--- config.mk ---
export PLATFORM = sky130hd
export DESIGN_NAME = vga_sync_decoder
export DESIGN_NICKNAME = d
export VERILOG_FILES = /design/src/rtl/vga_timing_pkg.sv /design/src/rtl/vga_sync_edge.sv /design/src/rtl/vga_sync_decoder.sv
export SDC_FILE = /design/constraint.sdc
export NUM_CORES = 1
export LEC_CHECK = 0
export ABC_AREA = 1
export CELL_PAD_IN_SITES_DETAIL_PLACEMENT = 1
export CELL_PAD_IN_SITES_GLOBAL_PLACEMENT = 2
export CORE_ASPECT_RATIO = 1.4
export CORE_MARGIN = 3
export CORE_UTILIZATION = 33
export DETAILED_ROUTE_END_ITERATION = 10
export GPL_ROUTABILITY_DRIVEN = 0
export PLACE_DENSITY_LB_ADDON = 0.3
export SYNTH_ARGS = -nofsm -noshare
export SYNTH_HDL_FRONTEND = slang
export SYNTH_SLANG_ARGS = --single-unit
--- constraint.sdc ---
create_clock -name clk -period 4.2 [get_ports clk]
set_input_delay 0.84 -clock clk [delete_from_list [all_inputs] [get_ports clk]]
set_output_delay 0.84 -clock clk [all_outputs]
set_load 0.1 [all_outputs]
--- src/rtl/vga_timing_pkg.sv ---
// Shared decoder types and default 1280x1024 timing.
// Used by vga_sync_decoder and its testbench.
package vga_timing_pkg;

  typedef enum logic [1:0] {
    ST_SEARCH = 2'd0,
    ST_TRACK  = 2'd1,
    ST_LOCKED = 2'd2
  } dec_state_t;

  localparam int DEF_H_SYNC  = 112;
  localparam int DEF_H_BACK  = 248;
  localparam int DEF_H_DISP  = 1280;
  localparam int DEF_H_FRONT = 48;
  localparam int DEF_V_SYNC  = 3;
  localparam int DEF_V_BACK  = 38;
  localparam int DEF_V_DISP  = 1024;
  localparam int DEF_V_FRONT = 1;

  function automatic int timing_limit(input int sync, input int back,
                                      input int disp, input int front);
    return sync + back + disp + front;
  endfunction

endpackage

--- src/rtl/vga_sync_edge.sv ---
// Two-stage sync register with polarity-aware leading-edge detect.
// lead is high for one cycle when the registered sync first reaches its active level.
module vga_sync_edge #(
  parameter bit POL = 1'b0
) (
  input  logic clk,
  input  logic reset,
  input  logic sync,
  output logic lead
);

  logic s_r;
  logic s_rr;

  // Resetting to the inactive level keeps lead quiet straight out of reset.
  always_ff @(posedge clk) begin
    if (reset) begin
      s_r  <= ~POL;
      s_rr <= ~POL;
    end else begin
      s_r  <= sync;
      s_rr <= s_r;
    end
  end

  assign lead = (s_r == POL) && (s_rr != POL);

endmodule

--- src/rtl/vga_sync_decoder.sv ---
// Recovers pixel coordinates from incoming hs/vs, verifies timing and reports lock.
// Define VGA_SYNC_DEC_MEASURE_EN to add the h_meas/v_meas measurement outputs.
module vga_sync_decoder
  import vga_timing_pkg::*;
#(
  parameter int H_SYNC      = DEF_H_SYNC,
  parameter int H_BACK      = DEF_H_BACK,
  parameter int H_DISP      = DEF_H_DISP,
  parameter int H_FRONT     = DEF_H_FRONT,
  parameter int V_SYNC      = DEF_V_SYNC,
  parameter int V_BACK      = DEF_V_BACK,
  parameter int V_DISP      = DEF_V_DISP,
  parameter int V_FRONT     = DEF_V_FRONT,
  parameter bit H_POL       = 1'b0,
  parameter bit V_POL       = 1'b0,
  parameter int LOCK_FRAMES = 2,
  localparam int H_LIMIT    = timing_limit(H_SYNC, H_BACK, H_DISP, H_FRONT),
  localparam int V_LIMIT    = timing_limit(V_SYNC, V_BACK, V_DISP, V_FRONT),
  localparam int XW         = $clog2(H_DISP),
  localparam int YW         = $clog2(V_DISP),
  localparam int XCW        = $clog2(H_LIMIT + 1),
  localparam int YCW        = $clog2(V_LIMIT + 1)
) (
  input  logic           clk,
  input  logic           reset,
  input  logic           vga_hs,
  input  logic           vga_vs,
  output logic           disp,
  output logic [XW-1:0]  x_pos,
  output logic [YW-1:0]  y_pos,
  output logic           locked,
  output logic           frame_start,
  output logic           sync_err
`ifdef VGA_SYNC_DEC_MEASURE_EN
  ,
  output logic [XCW-1:0] h_meas,
  output logic [YCW-1:0] v_meas
`endif
);

  localparam int GW = $clog2(LOCK_FRAMES + 1);

  localparam logic [XCW-1:0] H_MAX  = XCW'(H_LIMIT);
  localparam logic [XCW-1:0] H_LAST = XCW'(H_LIMIT - 1);
  localparam logic [XCW-1:0] H_ACT0 = XCW'(H_SYNC + H_BACK);
  localparam logic [XCW-1:0] H_ACT1 = XCW'(H_SYNC + H_BACK + H_DISP);
  localparam logic [YCW-1:0] V_MAX  = YCW'(V_LIMIT);
  localparam logic [YCW-1:0] V_LAST = YCW'(V_LIMIT - 1);
  localparam logic [YCW-1:0] V_ACT0 = YCW'(V_SYNC + V_BACK);
  localparam logic [YCW-1:0] V_ACT1 = YCW'(V_SYNC + V_BACK + V_DISP);
  localparam logic [GW-1:0]  GOOD_LAST = GW'(LOCK_FRAMES - 1);

  localparam bit [1:0] SYNC_POL = {V_POL, H_POL};

  logic [1:0]     sync_pins;
  logic [1:0]     leads;
  logic           lead_h;
  logic           lead_v;
  logic [XCW-1:0] x_cnt_reg;
  logic [YCW-1:0] y_cnt_reg;
  logic [GW-1:0]  good_cnt_reg;
  logic           frame_bad_reg;
  logic           h_armed_reg;
  logic           locked_reg;
  logic           sync_err_reg;
  dec_state_t     state_reg;
  logic           line_bad;
  logic           line_bad_chk;
  logic           frame_ok;
  logic           frame_fail;

  assign sync_pins = {vga_vs, vga_hs};

  genvar gi;
  generate
    for (gi = 0; gi < 2; gi++) begin : g_edge
      vga_sync_edge #(
        .POL(SYNC_POL[gi])
      ) u_edge (
        .clk  (clk),
        .reset(reset),
        .sync (sync_pins[gi]),
        .lead (leads[gi])
      );
    end
  endgenerate

  assign lead_h = leads[0];
  assign lead_v = leads[1];

  always_ff @(posedge clk) begin
    if (reset) begin
      x_cnt_reg <= '0;
      y_cnt_reg <= '0;
    end else begin
      if (lead_h)
        x_cnt_reg <= '0;
      else if (x_cnt_reg != H_MAX)
        x_cnt_reg <= x_cnt_reg + XCW'(1);
      if (lead_v)
        y_cnt_reg <= '0;
      else if (lead_h && y_cnt_reg != V_MAX)
        y_cnt_reg <= y_cnt_reg + YCW'(1);
    end
  end

  // A stuck hs shows up as x_cnt pinned at its saturation value.
  assign line_bad     = (lead_h && x_cnt_reg != H_LAST) || (x_cnt_reg == H_MAX);
  assign line_bad_chk = line_bad && h_armed_reg;
  assign frame_ok     = (y_cnt_reg == V_LAST);
  assign frame_fail   = frame_bad_reg || line_bad_chk || !frame_ok;

  always_ff @(posedge clk) begin
    if (reset) begin
      state_reg     <= ST_SEARCH;
      good_cnt_reg  <= '0;
      frame_bad_reg <= 1'b0;
      h_armed_reg   <= 1'b0;
      locked_reg    <= 1'b0;
      sync_err_reg  <= 1'b0;
    end else begin
      sync_err_reg <= 1'b0;
      case (state_reg)
        ST_SEARCH: begin
          if (lead_v) begin
            state_reg     <= ST_TRACK;
            good_cnt_reg  <= '0;
            frame_bad_reg <= 1'b0;
            h_armed_reg   <= 1'b0;
          end
        end
        ST_TRACK: begin
          if (lead_h)
            h_armed_reg <= 1'b1;
          if (lead_v) begin
            frame_bad_reg <= 1'b0;
            if (frame_fail) begin
              good_cnt_reg <= '0;
            end else if (good_cnt_reg == GOOD_LAST) begin
              good_cnt_reg <= '0;
              state_reg    <= ST_LOCKED;
              locked_reg   <= 1'b1;
            end else begin
              good_cnt_reg <= good_cnt_reg + GW'(1);
            end
          end else if (line_bad_chk) begin
            frame_bad_reg <= 1'b1;
          end
        end
        ST_LOCKED: begin
          if (line_bad_chk || (lead_v && !frame_ok)) begin
            state_reg    <= ST_SEARCH;
            locked_reg   <= 1'b0;
            sync_err_reg <= 1'b1;
          end
        end
        default: begin
          state_reg  <= ST_SEARCH;
          locked_reg <= 1'b0;
        end
      endcase
    end
  end

`ifdef VGA_SYNC_DEC_MEASURE_EN
  always_ff @(posedge clk) begin
    if (reset) begin
      h_meas <= '0;
      v_meas <= '0;
    end else begin
      if (lead_h)
        h_meas <= (x_cnt_reg == H_MAX) ? H_MAX : x_cnt_reg + XCW'(1);
      if (lead_v)
        v_meas <= (y_cnt_reg == V_MAX) ? V_MAX : y_cnt_reg + YCW'(1);
    end
  end
`endif

  assign disp = locked_reg
             && (x_cnt_reg >= H_ACT0) && (x_cnt_reg < H_ACT1)
             && (y_cnt_reg >= V_ACT0) && (y_cnt_reg < V_ACT1);

  // Coordinates are forced to zero outside the active region so reset leaves every output at 0.
  assign x_pos = disp ? XW'(x_cnt_reg - H_ACT0) : '0;
  assign y_pos = disp ? YW'(y_cnt_reg - V_ACT0) : '0;

  assign locked      = locked_reg;
  assign sync_err    = sync_err_reg;
  assign frame_start = lead_v;

endmodule

* After elaboration in Yosys (flattened, before gate mapping)
Cells that the tools add are included.
** Operators by class
- $add $sub $neg :: 5
- $mul :: 0
- Div/mod/pow operators :: 0
- Order comparisons :: 4
- Equality and inequality tests :: 15
- Shifts and indexed selects :: 0
- Multiplexer cells :: 25
- Bitwise gates (word level) :: 4
- Reduce and logical (&&, ||, !) cells :: 25
** Operators with widths (count)
- $ne A11 B11 Y1 const B :: 3
- $add A11 B1 Y11 const B :: 2
- $eq A11 B11 Y1 const B :: 2
- $lt A11 B11 Y1 const B :: 2
- $mux W2 :: 9
- $ne A2 B2 Y1 const B :: 6
- $ge A11 B6 Y1 const B :: 1
- $ge A11 B9 Y1 const B :: 1
- $mux W11 :: 1
- $sub A11 B9 Y11 const B :: 1
- $logic_and A1 B1 Y1 :: 10
- $mux W10 :: 1
- $reduce_and A5 Y1 :: 2
- $sub A10 B6 Y10 const B :: 1
- $mux W1 :: 9
- $reduce_and A3 Y1 :: 3
- $pmux W2 S3 :: 1
- $reduce_or A2 Y1 :: 3
- $eq A2 B1 Y1 const B :: 2
- $logic_or A1 B1 Y1 :: 4
- $not A1 Y1 :: 4
- $pmux W1 S2 :: 2
- $pmux W2 S2 :: 1
- $ne A3 B3 Y1 const B :: 1
- other kinds (6) :: 6
** Word-level totals
- Register bits :: 34
- Bits in latches :: 0
- RAM bits :: 0
- Memory bits (read-only) :: 0
- Memories kept :: 0

* Depth between registers and ports, before layout
Gate-level depths: netlist (run 1).
- Depth after elaboration :: 10
- Depth in mapped cells :: 13
- Depth with buffers taken out :: 13

* By module
A second synthesis (run 1) with hierarchy kept.
** Unflattened totals
- Cells, all modules :: 310
- Area, all modules :: 2102.0 um^2
** Modules (own cells, without submodules)
- vga_sync_decoder :: instances 1, cells an instance 292, area each 1969.4 um^2, sequential area each 600.6 um^2
- vga_sync_edge :: instances 2, cells an instance 9, area each 66.3 um^2, sequential area each 40.0 um^2

* Worst setup path before layout (run 1)
No wires, ideal clock.
- Path kind :: reg2out
- Start point :: register locked_reg (netlist: locked)
- End point :: output port x_pos[5]
- Data arrival time :: 3.436 ns
- Required time :: 3.360 ns
- Path slack :: -0.076 ns
- Cell stages (with the launch flop) :: 5
- Buffers on the path :: 0
- Cells stage by stage :: dfxtp_1 -> nand2_1 -> a21oi_4 -> o21ai_2 -> nor3_1
** On the way
- Word-level cells in the longest chain between the ends :: 5
** RTL lines
- start: declaration :: line vga_sync_decoder.sv:64 : logic locked_reg;
- start signal: assignment :: line vga_sync_decoder.sv:119 : locked_reg <= 1'b0;
- start signal: assignment :: line vga_sync_decoder.sv:142 : locked_reg <= 1'b1;
- start signal: assignment :: line vga_sync_decoder.sv:153 : locked_reg <= 1'b0;
- $logic_and A1 B1 Y1 (2 in series) :: line vga_sync_decoder.sv:180 : && (x_cnt_reg >= H_ACT0) && (x_cnt_reg < H_ACT1)
- $logic_and A1 B1 Y1 (2 in series) :: line vga_sync_decoder.sv:181 : && (y_cnt_reg >= V_ACT0) && (y_cnt_reg < V_ACT1);
- $mux W11 :: line vga_sync_decoder.sv:184 : assign x_pos = disp ? XW'(x_cnt_reg - H_ACT0) : '0;
- end: declaration :: line vga_sync_decoder.sv:29 : output logic [XW-1:0] x_pos,
No other way between the ends.

* Worst setup path in the final report (run 1)
- Start point :: register y_cnt_reg[6]
- End point :: output port x_pos[5]
** On the way
- Word-level cells in the longest chain between the ends :: 4
- Elaborated cells on any way between the ends :: 5
- Classes of those cells :: 2 x order compare; 1 x mux; 2 x reduce/logical
** RTL lines
- start: declaration :: line vga_sync_decoder.sv:60 : logic [YCW-1:0] y_cnt_reg;
- start signal: assignment :: line vga_sync_decoder.sv:103 : y_cnt_reg <= y_cnt_reg + YCW'(1);
- $ge A11 B6 Y1 :: line vga_sync_decoder.sv:181
- $logic_and A1 B1 Y1 :: line vga_sync_decoder.sv:181
- $logic_and A1 B1 Y1 * :: line vga_sync_decoder.sv:181
- $mux W11 * :: line vga_sync_decoder.sv:184
Every way passes the cells marked *; elsewhere a longest branch is shown, timed or not.

==> flow_results.xml, run 1 <==
<?xml version="1.0" encoding="UTF-8"?>
<metrics>
  <group name="outcome">
    <metric name="result_of_the_run" unit="">completed</metric>
  </group>
  <group name="die">
    <metric name="num_io_pins" unit="">29</metric>
    <metric name="die-area" unit="sq mm">0.00754</metric>
    <metric name="initial_utilization" unit="">0.344</metric>
    <metric name="die_width" unit="microns">74.3</metric>
    <metric name="die_y" unit="microns">102</metric>
    <metric name="coreArea" unit="sq mm">0.00625</metric>
    <metric name="rows" unit="">34</metric>
  </group>
  <group name="synth">
    <metric name="synth_top_family_by_area" unit="">simple AND/OR/NAND/NOR gates</metric>
    <metric name="synth_fa_ha_area_frac" unit="">0.0523</metric>
    <metric name="synthSimpleGateAreaFrac" unit="">0.344</metric>
    <metric name="seq_area_frac_synth" unit="">0.316</metric>
    <metric name="synth_xor_xnor_area_share" unit="">0.0326</metric>
    <metric name="synth_top_area_frac" unit="">0.316</metric>
    <metric name="synth-compound-area-share" unit="">0.140</metric>
    <metric name="synthesis.area" unit="sq mm">0.00215</metric>
    <metric name="synth_top_cell_by_area" unit="">sky130_fd_sc_hd__dfxtp_1</metric>
    <metric name="post_synth_num_cell_types" unit="">33</metric>
    <metric name="syn_inst" unit="">309</metric>
    <metric name="postSynthNetCount" unit="">322</metric>
    <metric name="ys_warn_count" unit="">0</metric>
    <metric name="synth_area_leaders" unit="">sky130_fd_sc_hd__dfxtp_1 32%, sky130_fd_sc_hd__nand2_1 9.4%, sky130_fd_sc_hd__inv_1 6.8%</metric>
    <metric name="post_synth.cell_area_avg" unit="sq um">6.96</metric>
    <metric name="post_synth_mux_area_share" unit="">0</metric>
    <metric name="synth_seq_cells" unit="">34</metric>
  </group>
  <group name="clock_tree">
    <metric name="cts_resized" unit="">0</metric>
    <metric name="cts.reportedPaths.clkPinSlew" unit="ns">0.08</metric>
    <metric name="cts_tree" unit="">yes</metric>
    <metric name="cts_buffer_count" unit="">5</metric>
    <metric name="post-cts-setup-buffers" unit="">0</metric>
    <metric name="cts_hold_repair.buffers" unit="">0</metric>
    <metric name="cts_htree_levels" unit="">2</metric>
    <metric name="cts_num_sinks" unit="">34</metric>
    <metric name="clock_tree.buffer_depth" unit="">2</metric>
    <metric name="root_buffer_master" unit="">sky130_fd_sc_hd__clkbuf_8</metric>
    <metric name="worstSkewPairLatency" unit="ns">0.29</metric>
  </group>
  <group name="grt">
    <metric name="first_global_vias" unit="">2112</metric>
    <metric name="initial_antenna_violation_count" unit="">0</metric>
    <metric name="grt_first_pass_wirelength" unit="mm">9.69</metric>
    <metric name="largest_net_degree_at_the_start_of_global_routing" unit="">14</metric>
    <metric name="globalRouteOverflowTotal" unit="">0</metric>
    <metric name="grt_use_total" unit="">0.165</metric>
  </group>
  <group name="setup_path">
    <metric name="worstSetupStartpointType" unit="">flip-flop</metric>
    <metric name="critical-path-top-cell-by-count" unit="">sky130_fd_sc_hd__buf_4</metric>
    <metric name="worst_path_largest_cell_delay" unit="ns">0.68</metric>
    <metric name="path_depth" unit="">10</metric>
    <metric name="critPathRequiredTime" unit="ns">3.36</metric>
    <metric name="timing.critical_path.buf_inv" unit="">4</metric>
    <metric name="timing.critical_path.max_delay_family" unit="">compound AO/OA/AOI/OAI gates</metric>
    <metric name="arrival" unit="ns">2.61</metric>
    <metric name="critical_path_peak_fanout" unit="">13</metric>
    <metric name="cp-end-kind" unit="">output pin</metric>
    <metric name="path_cells" unit="">inv_2 -&gt; nand2_2 -&gt; nor3b_1 -&gt; o211ai_1 -&gt; nand2_1 -&gt; inv_1 -&gt; o21ai_2 -&gt; buf_4 -&gt; nor3_1 -&gt; buf_4</metric>
    <metric name="crit_path_top_delay_cell" unit="">sky130_fd_sc_hd__o21ai_2</metric>
    <metric name="timing_worst_setup_path_type" unit="">reg -&gt; out</metric>
    <metric name="r2r_cells" unit="">6</metric>
  </group>
  <group name="finish">
    <metric name="layout.nets" unit="">355</metric>
    <metric name="filler_cell_count" unit="">801</metric>
    <metric name="layout-drive-gt1-share" unit="">0.251</metric>
    <metric name="finalCoreUtilization" unit="">0.407</metric>
    <metric name="antenna_cells" unit="">0</metric>
    <metric name="layout.cell_area.non_filler" unit="sq mm">0.00254</metric>
    <metric name="syn2layout_area_growth" unit="%">18.3</metric>
  </group>
  <group name="pwr">
    <metric name="cellPowerDensity" unit="mW/mm^2">323</metric>
    <metric name="p_leak" unit="nW">1.15</metric>
    <metric name="vdd.ir_drop.worst" unit="V">0.000107</metric>
  </group>
  <group name="drt">
    <metric name="detail_route.wirelength" unit="mm">5.61</metric>
    <metric name="drt.antenna.violating_nets" unit="">0</metric>
    <metric name="detail_route.first_pass.iterations" unit="">4</metric>
    <metric name="num_vias" unit="">2033</metric>
    <metric name="drt_drc_violations_left" unit="">0</metric>
    <metric name="routed_wire_length_per_instance" unit="microns">13.6</metric>
    <metric name="drt_iter0_markers" unit="">45</metric>
    <metric name="post_drt_via_cell_ratio" unit="">4.91</metric>
  </group>
  <group name="job">
    <metric name="maxCapViolCount" unit="">0</metric>
  </group>
  <group name="sta">
    <metric name="post-route-period-util" unit="">0.821</metric>
    <metric name="worst_pin_slew" unit="ns">0.965</metric>
    <metric name="report.final.hold_viol_count" unit="">0</metric>
    <metric name="maxSlewHeadroom" unit="">0.354</metric>
    <metric name="final_critical_path_time_including_i_o_delays_and_setup" unit="ns">3.45</metric>
    <metric name="f_max" unit="MHz">290</metric>
    <metric name="finalSetupTns" unit="ns">0</metric>
    <metric name="skew" unit="ns">0.00628</metric>
    <metric name="hold_slack" unit="ns">0.421</metric>
    <metric name="finalSetupViolCount" unit="">0</metric>
    <metric name="drv_slew" unit="">0</metric>
    <metric name="setup_repair_after_global_routing_missed_its_margin" unit="">no</metric>
  </group>
  <group name="placement">
    <metric name="placed_area" unit="sq mm">0.00243</metric>
    <metric name="place_hpwl" unit="mm">4.55</metric>
    <metric name="port_buffers" unit="">28</metric>
  </group>
  <group name="worst_hold_path">
    <metric name="whs_path_depth" unit="">2</metric>
    <metric name="hold_class" unit="">reg -&gt; reg</metric>
  </group>
</metrics>
## final timing paths
kind / startpoint / endpoint / slack, ns
setup / recovery: y_cnt_reg[6] / x_pos[5] / 0.75
hold / removal: g_edge[0].u_edge.s_r / g_edge[0].u_edge.s_rr / 0.42
setup reg to reg: g_edge[1].u_edge.s_r / y_cnt_reg[5] / 2.46
hold reg to reg: g_edge[0].u_edge.s_r / g_edge[0].u_edge.s_rr / 0.42
## per-layer routing
layer | share of wire | vias up | GRT usage | wire [microns]
li1 | - | 1045 | - | -
met1 | 0.39 | 952 | 0.184 | 2210
met2 | 0.56 | 27 | 0.309 | 3150
met3 | 0.026 | 9 | 0.0268 | 148
met4 | 0.019 | 0 | 0.0562 | 104
met5 | 0 | - | 0 | 0
## power by group
part	total [mW]	internal, mW	switching [mW]	leakage [nW]
logic	0.148	0.0411	0.106	0.815
clock network	0.315	0.190	0.125	0.0573
registers	0.358	0.341	0.0174	0.276
## synthesized netlist by cell type (all sizes together)
master / count
nand2: 59
inv: 54
nor2: 45
dfxtp: 34
a21oi: 26
o21ai: 20
nand3: 18
nor3: 12
ha: 9
xor2: 8
nand4: 7
or2: 5
buf: 3
nor3b: 2
a211oi: 1
clkinv: 1
nand3b: 1
o211ai: 1
o21bai: 1
o311a: 1
o31ai: 1
## stage by stage
step           setup WS [ns]  power (mW)  instances
4_1_cts                0.704       0.830        414
3_3_place_gp            1.02       0.512        407
5_1_grt                0.482       0.863        414
2_1_floorplan        -0.0760       0.475        309
6_report               0.750       0.821        414
3_5_place_dp            1.01       0.514        407
## layout by cell type, fill, tap and decap left out, drive strengths merged
master | synthesis | layout
clkdlybuf4s50 | 0 | 6
bufinv | 0 | 1
o211ai | 1 | 1
xor2 | 8 | 8
nand3 | 18 | 18
o311a | 1 | 1
a211oi | 1 | 1
clkbuf | 0 | 6
nor2 | 45 | 45
o21ai | 20 | 20
nand3b | 1 | 1
or2 | 5 | 5
nand2 | 59 | 59
inv | 54 | 54
clkinv | 1 | 1
nand4 | 7 | 7
buf | 3 | 23
dfxtp | 34 | 34
o21bai | 1 | 1
a21oi | 26 | 26
nor3b | 2 | 2
o31ai | 1 | 1
nor3 | 12 | 12
ha | 9 | 9
## layout make-up
type | instances | area (sq um) | share of cell area
clock buffers | 6 | 82.6 | 0.0324
well taps | 72 | 90.1 | 0.0354
multi-input cells | 217 | 1220 | 0.480
flip-flops and latches | 34 | 681 | 0.267
inverters | 55 | 206 | 0.0811
clock inverters | 1 | 30.0 | 0.0118
repair buffers | 29 | 233 | 0.0914
## cell families after synthesis
kind of cell    count (synthesis)
flops                          34
fa+ha+maj                       9
xor+xnor                        8
simple gates                  149
compound gates                 51
buf+inv                        58
## worst reg2reg max path, delay by kind of cell, from the launching register on
family,cells,cell delay [ns]
buffers and inverters,3,0.41
flip-flops,1,0.31
AND/OR/NAND/NOR,3,0.92
Note: power is estimated with default switching activity, not from simulation.
==> inputs of run 2 (changes only) <==
--- a/config.mk
+++ b/config.mk
@@ -10,7 +10,7 @@
 export CELL_PAD_IN_SITES_GLOBAL_PLACEMENT = 2
 export CORE_ASPECT_RATIO = 1.4
 export CORE_MARGIN = 3
-export CORE_UTILIZATION = 33
+export CORE_UTILIZATION = 28
 export DETAILED_ROUTE_END_ITERATION = 10
 export GPL_ROUTABILITY_DRIVEN = 0
 export PLACE_DENSITY_LB_ADDON = 0.3
==> constraint.sdc (replaced) <==
create_clock -name clk -period 2.9 [get_ports clk]
set_input_delay 0.58 -clock clk [delete_from_list [all_inputs] [get_ports clk]]
set_output_delay 0.58 -clock clk [all_outputs]
set_load 0.1 [all_outputs]
==> run 2 against run 1 <==
Compared with the run above:
- first-iteration DRC count is 16% lower
- sequential power increased by 45%
- via count increased by 1.6%
==> flow_results.xml, run 2 (same netlist as run 1, synthesis figures left out) <==
<?xml version="1.0" encoding="UTF-8"?>
<metrics>
  <group name="outcome">
    <metric name="result_of_the_run" unit="">completed</metric>
  </group>
  <group name="job">
    <metric name="maxCapViolCount" unit="">0</metric>
  </group>
  <group name="drt">
    <metric name="drt_iter0_markers" unit="">38</metric>
    <metric name="routed_wire_length_per_instance" unit="microns">13.5</metric>
    <metric name="detail_route.wirelength" unit="mm">6.01</metric>
    <metric name="drt_drc_violations_left" unit="">0</metric>
    <metric name="detail_route.first_pass.iterations" unit="">3</metric>
    <metric name="num_vias" unit="">2066</metric>
    <metric name="drt.antenna.violating_nets" unit="">0</metric>
    <metric name="post_drt_via_cell_ratio" unit="">4.63</metric>
  </group>
  <group name="pwr">
    <metric name="p_sw_frac" unit="">0.286</metric>
    <metric name="power_switching" unit="mW">0.368</metric>
    <metric name="vdd.ir_drop.worst" unit="V">0.000228</metric>
    <metric name="internal-power" unit="mW">0.920</metric>
    <metric name="power.clock.fraction" unit="">0.431</metric>
    <metric name="cellPowerDensity" unit="mW/mm^2">422</metric>
    <metric name="p_seq_frac" unit="">0.403</metric>
    <metric name="p_leak" unit="nW">1.26</metric>
    <metric name="comb_power_share" unit="">0.166</metric>
  </group>
  <group name="finish">
    <metric name="layout-drive-gt1-share" unit="">0.304</metric>
    <metric name="mostFrequentLayoutCell" unit="">sky130_fd_sc_hd__nand2_1</metric>
    <metric name="most-common-layout-cells" unit="">53 x sky130_fd_sc_hd__nand2_1, 38 x sky130_fd_sc_hd__inv_1, 31 x sky130_fd_sc_hd__dfxtp_1</metric>
    <metric name="syn2layout_area_growth" unit="%">41.7</metric>
    <metric name="layout.nets" unit="">361</metric>
    <metric name="antenna_cells" unit="">0</metric>
  </group>
  <group name="sta">
    <metric name="post-route-period-util" unit="">0.954</metric>
    <metric name="report.final.hold_viol_count" unit="">0</metric>
    <metric name="hold_slack" unit="ns">0.422</metric>
    <metric name="skew" unit="ns">0.00473</metric>
    <metric name="drv_slew" unit="">0</metric>
    <metric name="worst_pin_slew" unit="ns">0.458</metric>
    <metric name="finalWorstSetupSlack" unit="ns">0.134</metric>
    <metric name="finalSetupViolCount" unit="">0</metric>
    <metric name="final_critical_path_time_including_i_o_delays_and_setup" unit="ns">2.77</metric>
    <metric name="setup_repair_after_global_routing_missed_its_margin" unit="">yes</metric>
    <metric name="maxSlewHeadroom" unit="">0.692</metric>
    <metric name="f_max" unit="MHz">362</metric>
  </group>
  <group name="worst_hold_path">
    <metric name="hold_class" unit="">reg -&gt; reg</metric>
  </group>
  <group name="die">
    <metric name="coreArea" unit="sq mm">0.00741</metric>
    <metric name="die-area" unit="sq mm">0.00879</metric>
    <metric name="rows" unit="">37</metric>
    <metric name="die_width" unit="microns">80.1</metric>
    <metric name="num_io_pins" unit="">29</metric>
    <metric name="die_y" unit="microns">110</metric>
    <metric name="initial_utilization" unit="">0.291</metric>
  </group>
  <group name="clock_tree">
    <metric name="cts_tree" unit="">yes</metric>
    <metric name="cts_htree_levels" unit="">2</metric>
    <metric name="root_buffer_master" unit="">sky130_fd_sc_hd__clkbuf_8</metric>
    <metric name="cts.reportedPaths.clkPinSlew" unit="ns">0.08</metric>
    <metric name="clock_tree.buffer_depth" unit="">2</metric>
    <metric name="cts_buffer_count" unit="">5</metric>
    <metric name="worstSkewPairLatency" unit="ns">0.29</metric>
    <metric name="cts_num_sinks" unit="">34</metric>
    <metric name="cts_hold_repair.buffers" unit="">0</metric>
  </group>
  <group name="grt">
    <metric name="grt_use_total" unit="">0.148</metric>
    <metric name="initial_antenna_violation_count" unit="">0</metric>
    <metric name="grt_first_pass_wirelength" unit="mm">10.2</metric>
    <metric name="largest_net_degree_at_the_start_of_global_routing" unit="">12</metric>
    <metric name="globalRouteOverflowTotal" unit="">0</metric>
    <metric name="first_global_vias" unit="">2171</metric>
  </group>
  <group name="setup_path">
    <metric name="arrival" unit="ns">2.19</metric>
    <metric name="cp-end-kind" unit="">output pin</metric>
    <metric name="timing_worst_setup_path_type" unit="">reg -&gt; out</metric>
    <metric name="critical_path_peak_fanout" unit="">6</metric>
    <metric name="critPathRequiredTime" unit="ns">2.32</metric>
    <metric name="worstSetupStartpointType" unit="">flip-flop</metric>
  </group>
  <group name="placement">
    <metric name="preCtsSetupSlack" unit="ns">0.272</metric>
    <metric name="place_hpwl" unit="mm">4.88</metric>
    <metric name="port_buffers" unit="">28</metric>
  </group>
</metrics>
-- run 2: cell count changes in the layout (fill, tap and decap cells not counted), sizes merged --
cell	previous run	this run
bufinv	1	2
buf	23	32
clkdlybuf4s50	6	3
-- run 2: cell type report --
class	count	area (sq um)
timing repair buffer	35	562
inverter	55	206
clock buffer	6	82.6
multi-input combinational	217	1330
tap	97	121
fill	921	4360
clock inverter	2	60.1
sequential	34	684
-- run 2: critical path: stages (launching register included) --
cell                       delay (ns)
sky130_fd_sc_hd__dfxtp_2         0.37
sky130_fd_sc_hd__inv_2           0.10
sky130_fd_sc_hd__ha_2            0.21
sky130_fd_sc_hd__o21ai_1         0.14
sky130_fd_sc_hd__o21bai_1        0.16
sky130_fd_sc_hd__nand2_1         0.10
sky130_fd_sc_hd__a21oi_4         0.14
sky130_fd_sc_hd__o21ai_4         0.12
sky130_fd_sc_hd__buf_4           0.19
sky130_fd_sc_hd__a21oi_2         0.17
sky130_fd_sc_hd__buf_12          0.20
-- run 2: what timing repair did --
action	4_1_cts	5_1_grt
resized for setup	1	15
pin swaps	0	2
cloned	0	0
setup buffers	0	2
setup endpoints to repair	12	21
-- run 2: metrics by stage --
stage               total power [mW]  instance area, sq um  cells  setup TNS, ns   util
finish                          1.29                  3050    446              0  0.412
global route                    1.35                  3050    446         -0.104  0.412
global placement               0.744                  2840    436              0  0.383
detailed placement             0.745                  2840    436              0  0.383
floorplan                      0.689                  2210    309          -2.08      -
CTS                             1.31                  2980    444              0  0.402
-- run 2: routing by layer --
metal / GRT usage / wire length [microns] / up-vias / share of wire
li1: - / - / 1058 / -
met1: 0.152 / 2300 / 977 / 0.38
met2: 0.299 / 3480 / 23 / 0.58
met3: 0.0221 / 132 / 8 / 0.022
met4: 0.0459 / 92 / 0 / 0.015
met5: 0 / 0 / - / 0
-- run 2: final timing paths --
kind	slack, ns	cells past startpoint	from	endpoint
max reg2reg	1.21	10	x_cnt_reg[0]	x_cnt_reg[10]
max	0.13	10	x_cnt_reg[3]	y_pos[2]
min reg2reg	0.42	2	g_edge[1].u_edge.s_r	g_edge[1].u_edge.s_rr
min	0.42	2	g_edge[1].u_edge.s_r	g_edge[1].u_edge.s_rr
-- run 2: power groups by stage --
stage               sequential, mW  clock, mW  combinational [mW]
global route                 0.525      0.590               0.238
floorplan                    0.569          0               0.119
finish                       0.519      0.555               0.213
detailed placement           0.530          0               0.215
global placement             0.532          0               0.212
CTS                          0.520      0.572               0.216
